===== src/rtl/alu_pkg.sv =====
// Shared definitions for the lab-2 ALU datapath: FSM states, opcodes, default widths.
package alu_pkg;

    localparam int unsigned M_DEF   = 4;
    localparam int unsigned OPW_DEF = 3;

    typedef enum logic [1:0] {
        CAP_A  = 2'd0,
        CAP_B  = 2'd1,
        CAP_OP = 2'd2,
        SALIDA = 2'd3
    } estado_t;

    // Opcode encodings consumed by the ALU
    localparam logic [OPW_DEF-1:0] OP_SUMA  = 3'd0;
    localparam logic [OPW_DEF-1:0] OP_RESTA = 3'd1;
    localparam logic [OPW_DEF-1:0] OP_AND   = 3'd2;
    localparam logic [OPW_DEF-1:0] OP_OR    = 3'd3;
    localparam logic [OPW_DEF-1:0] OP_EXP   = 3'd4;
    localparam logic [OPW_DEF-1:0] OP_XOR   = 3'd5;
    localparam logic [OPW_DEF-1:0] OP_SHL   = 3'd6;
    localparam logic [OPW_DEF-1:0] OP_SHR   = 3'd7;

    function automatic logic es_captura(input estado_t e);
        return (e != SALIDA);
    endfunction

endpackage


===== src/rtl/sincronizador_pulso.sv =====
// Multi-flop synchronizer for an asynchronous button followed by a registered
// rising-edge detector producing a one-cycle pulse.
module sincronizador_pulso #(
    parameter int unsigned SYNC_STAGES = 2
) (
    input  logic clk,
    input  logic rst_n,
    input  logic boton,
    output logic pulso
);

    logic [SYNC_STAGES-1:0] sync_q;
    logic                   prev_q;

    always_ff @(posedge clk or negedge rst_n) begin
        if (!rst_n) begin
            sync_q <= '0;
            prev_q <= 1'b0;
            pulso  <= 1'b0;
        end else begin
            sync_q <= {sync_q[SYNC_STAGES-2:0], boton};
            prev_q <= sync_q[SYNC_STAGES-1];
            pulso  <= sync_q[SYNC_STAGES-1] & ~prev_q;
        end
    end

endmodule


===== src/rtl/captura_operandos.sv =====
// Operand-entry stage: captures A, B, opcode/carry on successive load presses and
// offers the bundle to the ALU through a valid/ready handshake.
module captura_operandos
    import alu_pkg::*;
#(
    parameter int unsigned M           = M_DEF,
    parameter int unsigned OPW         = OPW_DEF,
    parameter int unsigned SYNC_STAGES = 2
) (
    input  logic           clk,
    input  logic           rst_n,
    input  logic [M-1:0]   switches,
    input  logic           sw_carry,
    input  logic           boton_carga,
    input  logic           boton_cancelar,
    input  logic           listo,
    output logic [M-1:0]   entrada1,
    output logic [M-1:0]   entrada2,
    output logic [OPW-1:0] operacion,
    output logic           carry_in,
    output logic           valido,
    output logic [1:0]     estado,
    output logic [7:0]     conteo
);

    logic    carga_p;
    logic    cancel_p;
    estado_t state_q;
    estado_t state_d;
    logic    cap_a_c;
    logic    cap_b_c;
    logic    cap_op_c;
    logic    transfer_c;

    sincronizador_pulso #(.SYNC_STAGES(SYNC_STAGES)) u_sync_carga (
        .clk   (clk),
        .rst_n (rst_n),
        .boton (boton_carga),
        .pulso (carga_p)
    );

    sincronizador_pulso #(.SYNC_STAGES(SYNC_STAGES)) u_sync_cancel (
        .clk   (clk),
        .rst_n (rst_n),
        .boton (boton_cancelar),
        .pulso (cancel_p)
    );

    always_ff @(posedge clk or negedge rst_n) begin
        if (!rst_n) begin
            state_q <= CAP_A;
        end else begin
            state_q <= state_d;
        end
    end

    // Next state and capture strobes; cancel wins over load, a ready transfer wins over cancel
    always_comb begin
        state_d    = state_q;
        cap_a_c    = 1'b0;
        cap_b_c    = 1'b0;
        cap_op_c   = 1'b0;
        transfer_c = 1'b0;
        case (state_q)
            CAP_A: begin
                if (cancel_p) begin
                    state_d = CAP_A;
                end else if (carga_p) begin
                    cap_a_c = 1'b1;
                    state_d = CAP_B;
                end
            end
            CAP_B: begin
                if (cancel_p) begin
                    state_d = CAP_A;
                end else if (carga_p) begin
                    cap_b_c = 1'b1;
                    state_d = CAP_OP;
                end
            end
            CAP_OP: begin
                if (cancel_p) begin
                    state_d = CAP_A;
                end else if (carga_p) begin
                    cap_op_c = 1'b1;
                    state_d  = SALIDA;
                end
            end
            SALIDA: begin
                if (listo) begin
                    transfer_c = 1'b1;
                    state_d    = CAP_A;
                end else if (cancel_p) begin
                    state_d = CAP_A;
                end
            end
            default: state_d = CAP_A;
        endcase
    end

    always_ff @(posedge clk or negedge rst_n) begin
        if (!rst_n) begin
            entrada1  <= '0;
            entrada2  <= '0;
            operacion <= '0;
            carry_in  <= 1'b0;
            valido    <= 1'b0;
            conteo    <= 8'd0;
        end else begin
            if (cap_a_c) entrada1 <= switches;
            if (cap_b_c) entrada2 <= switches;
            if (cap_op_c) begin
                operacion <= switches[OPW-1:0];
                carry_in  <= sw_carry;
            end
            if (transfer_c) conteo <= conteo + 8'd1;
            // Registered copy of the SALIDA decode so valido tracks state_q exactly
            valido <= !es_captura(state_d);
        end
    end

    assign estado = 2'(state_q);

endmodule

===== config.mk =====
export PLATFORM = sky130hd
export DESIGN_NAME = captura_operandos
export DESIGN_NICKNAME = d
export VERILOG_FILES = /design/src/rtl/alu_pkg.sv /design/src/rtl/sincronizador_pulso.sv /design/src/rtl/captura_operandos.sv
export SDC_FILE = /design/constraint.sdc
export NUM_CORES = 1
export LEC_CHECK = 0
export CORE_UTILIZATION = 42
export DETAILED_ROUTE_END_ITERATION = 12
export PLACE_DENSITY_LB_ADDON = 0.05
export SLEW_MARGIN = 15
export SYNTH_ARGS = -nofsm -noshare
export SYNTH_HDL_FRONTEND = slang
export SYNTH_HIERARCHICAL = 1
export SYNTH_SLANG_ARGS = --single-unit

===== constraint.sdc =====
create_clock -name clk -period 1.4 [get_ports clk]
set_input_delay 0.28 -clock clk [delete_from_list [all_inputs] [get_ports clk]]
set_output_delay 0.28 -clock clk [all_outputs]
set_load 0.02 [all_outputs]

After elaboration in Yosys (flattened, before gate mapping)
Cells that the tools add are included.
{"block": "totals", "register_bits": 31, "latch_bits": 0, "ram_bits": 0, "mem_bits_ro": 0, "output_inout_bits": 23, "wordCells": 40, "input_bits": 10, "memories": 0}
{"block": "op_classes", "div_mod_pow": 0, "reduce_logical": 2, "shift": 0, "mul": 0, "eq_ne": 4, "mux": 16, "n_bitwise": 4, "addsub": 1, "order_cmp": 0}
{"cell": "$mux 2", "n": 8}
{"cell": "$add 8x1->8 const B", "n": 1}
{"cell": "$pmux 2 s4", "n": 1}
{"cell": "$mux 1", "n": 7}
{"cell": "$eq 2x2->1 const B", "n": 2}
{"cell": "$and 1x1->1", "n": 2}
{"cell": "$eq 2x1->1 const B", "n": 1}
{"cell": "$logic_not 2->1", "n": 1}
{"cell": "$ne 2x2->1 const B", "n": 1}
{"cell": "$not 1->1", "n": 2}
{"cell": "$logic_not 1->1", "n": 1}

Depth between registers and ports, before layout
{"block": "logic_depth", "word_depth": 5, "mapped_depth": 5, "depth_no_buf": 4}

By module
Netlist, hierarchy kept.
{"mod": "captura_operandos", "cells_each": 72, "area_each_um2": 996.0, "instances": 1}
{"mod": "sincronizador_pulso", "cells_each": 5, "area_each_um2": 113.9, "instances": 2}

Worst setup path after synthesis
No wires, ideal clock.
{"block": "synth_path", "kind": "flip-flop to flip-flop", "startpoint": "reg state_q[0], in the netlist estado[0]", "endpoint": "reg carry_in", "t_arrival_ns": 1.305, "setup_ns": 0.125, "stages_incl_launch_ff": 4, "path_slack_ns": -0.030, "cell_sequence": "dfrtp_1 buf_4 and4bb_4 mux2_2"}
{"block": "synth_between", "elab_chain_cells": 2}
{"item": "from (decl)", "line": "captura_operandos.sv:28", "source": "estado_t state_q;"}
{"item": "from (signal assigned)", "line": "captura_operandos.sv:53", "source": "state_q <= state_d;"}
{"item": "$eq 2x2->1", "line": "captura_operandos.sv:64", "source": "case (state_q)"}
{"item": "$mux 1", "line": "captura_operandos.sv:64"}
{"item": "to (signal assigned)", "line": "captura_operandos.sv:114", "source": "carry_in <= sw_carry;"}
{"item": "to (decl)", "line": "captura_operandos.sv:20", "source": "output logic carry_in,"}
Every way passes these cells.
A chain may end at the register's enable or synchronous reset.

Final worst setup path
{"block": "layout_path", "startpoint": "reg state_q[0], in the netlist estado[0]", "endpoint": "reg entrada1[1]"}
{"block": "layout_between", "elab_chain_cells": 2}
{"item": "$logic_not 2->1", "line": "captura_operandos.sv:64"}
{"item": "$mux 1", "line": "captura_operandos.sv:64"}
{"item": "to (signal assigned)", "line": "captura_operandos.sv:110", "source": "if (cap_a_c) entrada1 <= switches;"}
{"item": "to (decl)", "line": "captura_operandos.sv:17", "source": "output logic [M-1:0] entrada1,"}
Every way passes these cells.

==> results.yml <==
routing:
  ant_nets: 0
  dr.pass1.iters: 4
  num_vias: 802
  wl_per_cell_um: 13.6
  viasPerCell: 5.01
  totalWireLength_mm: 2.18
  drtIter0Drc: 31
  remaining_drc_errors: 0
cts:
  cts-buffers-inserted: 5
  clock_latency_ns: 0.33
  hold_buffers: 0
  cts_tree: "yes"
  root_buffer: "clkbuf_4"
  htree_num_levels: 2
  clkSinkCount: 31
  clock_path_buffers: 2
  path_clk_slew_ns: 0.10
global_routing:
  grt_pass1_vias: 807
  antenna_found_initial: 0
  track_usage_pct: 15.7
  grt_pass1_wl_mm: 3.59
  gr-total-overflow: 0
  grt_start_max_net_pins: 32
timing:
  slew_violations: 0
  hold_violations: 0
  setup_violations: 0
  maxSlewHeadroom_pct: 85.3
  period_needed_ns: 1.37
  fin_hold_ws_ns: 0.304
  rsz0062_at_grt: "true"
  fmax_mhz: 732
  period_share_pct: 97.5
  worst_pin_slew_ns: 0.220
  finalClockSkew_ns: 0.0146
final_layout:
  design_area_um2: 1660
  drive_above_1_share_pct: 31.8
  nNetsFinal: 139
  area_delta_synth_final_pct: 36.0
  final.fill_count: 237
  final_common_cell: "dfrtp_1"
  layout_common_cells: "dfrtp_1, dlygate4sd2_1, mux2_2, clkdlybuf4s50_1, buf_4"
  antenna_cells: 0
  fin_cells: 160
  final_core_util_pct: 60.3
placement:
  post-dp-hpwl_mm: 1.48
  gp_congestion: 0.776
  dp_cells: 150
  placed_cell_area_um2: 1630
  io_buffers: 32
status:
  status: "finished clean"
power:
  ir_worst_vdd_v: 0.00100
  power.total_mw: 2.62
  powerDensity_nw_per_um2: 1570
  power.leakage_nw: 0.816
floorplanning:
  core_area_um2: 2760
  fp.dieW_um: 56.0
  num_io_pins: 33
  start_util_pct: 44.4
  die_y_um: 56.0
  row_count: 19
  dieArea_um2: 3130
logic_synthesis:
  ys_ff_latch: 31
  ys_types: 25
  synth_flop_cell: "dfrtp_1"
  avgSynthCellArea_um2: 14.9
  syn_inst: 82
  synth_edf_count: 0
  ys_seq_area_share_pct: 63.4
  synth_nets: 93
  async_flop_share_pct: 100
  synth_area_um2: 1220
  yosysWarnings: 6
worst_setup_path:
  start_kind: "register"
  critPathRequiredTime_ns: 1.61
  crit_type: "register to register"
  critPathLaunch: "estado[0]$_DFF_PN0_"
  worstPathArrival_ns: 1.58
  r2r_end: "entrada1[1]$_DFFE_PN0P_"
  reg2reg_depth: 3
  cp_max_fo: 7
  rr_startpoint: "estado[0]$_DFF_PN0_"
  ff2ff_setup_slack_ns: 0.03
  critPathCaptureType: "register"
hold_path:
  hp-class: "primary input to asynchronous set/reset pin"
job:
  cap_viol_max_count: 0
cell families (layout without fill, tap and decap cells):
| logic type | after synthesis | after routing | share of synthesized area (%) |
|---|---|---|---|
| flip-flops | 31 | 31 | 63.4 |
| AND/OR/NAND/NOR | 23 | 23 | 14.2 |
| multiplexers | 13 | 13 | 12.3 |
| XOR/XNOR | 7 | 7 | 5.01 |
| buffers and inverters | 4 | 51 | 2.76 |
| AO/OA/AOI/OAI | 3 | 3 | 1.33 |
| adder cells (fa/ha/maj) | 1 | 1 | 1.02 |
repair_timing:
action                                 4_1_cts  5_1_grt
setup endpoints to repair                   27       14
pin swaps                                    1        1
cloned                                       0        0
endpoints found under the hold margin        0        0
buffers inserted                             1        1
resized for setup                           27       12
layer usage:
metal  track usage (%)  vias to the layer above  routed length (um)
li1                  -                      374                   -
met1              18.7                      398                 959
met2              24.0                       24                1010
met3              8.37                        6                 164
met4              6.27                        0                  40
met5                 0                        -                   0
per-stage QoR:
| step | setup TNS (ns) | worst slack, ns |
|---|---|---|
| 5_1_grt | -0.0517 | -0.0265 |
| 4_1_cts | 0 | 0.00820 |
| 6_report | 0 | 0.0344 |
| 3_5_place_dp | -0.0829 | -0.0532 |
| 2_1_floorplan | 0 | 0.00442 |
| 3_3_place_gp | -0.0347 | -0.0347 |
report_power, final:
group          internal, mW  switching, mW  total, mW  leakage (nW)
clock network         0.195          0.287      0.482        0.0293
logic                 0.439          0.464      0.904         0.400
registers              1.11          0.124       1.23         0.386
synth_stat cells, types with 2 or more instances:
cell	n	area share (%)
nor3_1	2	0.82
a21oi_1	2	0.82
buf_6	2	1.8
nor2_1	3	0.92
nor2b_4	2	2.2
nand2_1	5	1.5
mux2_2	11	10
dfrtp_1	31	63
xor2_1	4	2.9
xnor2_1	3	2.1
nand4_1	3	1.5
sequential cells by signal, summed over array words and instances (netlist names):
register / flops
operacion: 3
entrada1: 4
u_sync_cancel/sync_q: 2
entrada2: 4
carry_in: 1
estado: 2
valido: 1
conteo: 8
u_sync_cancel/prev_q: 1
u_sync_carga/sync_q: 2
u_sync_carga/pulso: 1
u_sync_carga/prev_q: 1
u_sync_cancel/pulso: 1
area by class of cell:
| type | count | area (um2) | area share (%) |
|---|---|---|---|
| clock inverters | 1 | 5.00 | 0.301 |
| clock buffers | 7 | 45.0 | 2.71 |
| well taps | 31 | 38.8 | 2.33 |
| repair buffers | 42 | 367 | 22.0 |
| multi-input cells | 47 | 425 | 25.6 |
| flip-flops and latches | 31 | 779 | 46.8 |
| inverters | 1 | 3.75 | 0.226 |
worst max-delay path by stage:
| stage | to | slack [ns] |
|---|---|---|
| floorplan | entrada1[0]$_DFFE_PN0P_ | 0.004 |
| global placement | conteo[1]$_DFFE_PN0P_ | -0.03 |
| detailed placement | conteo[1]$_DFFE_PN0P_ | -0.05 |
| CTS | entrada2[0]$_DFFE_PN0P_ | 0.008 |
| global route | entrada1[1]$_DFFE_PN0P_ | -0.03 |
| finish | entrada1[1]$_DFFE_PN0P_ | 0.03 |
worst max-delay path: stages, from the launching register on:
cell and delay (ns):
dfrtp_2 0.47, nor4b_4 0.27, buf_4 0.18, mux2_2 0.33
Note: power is estimated with default switching activity, not from simulation.
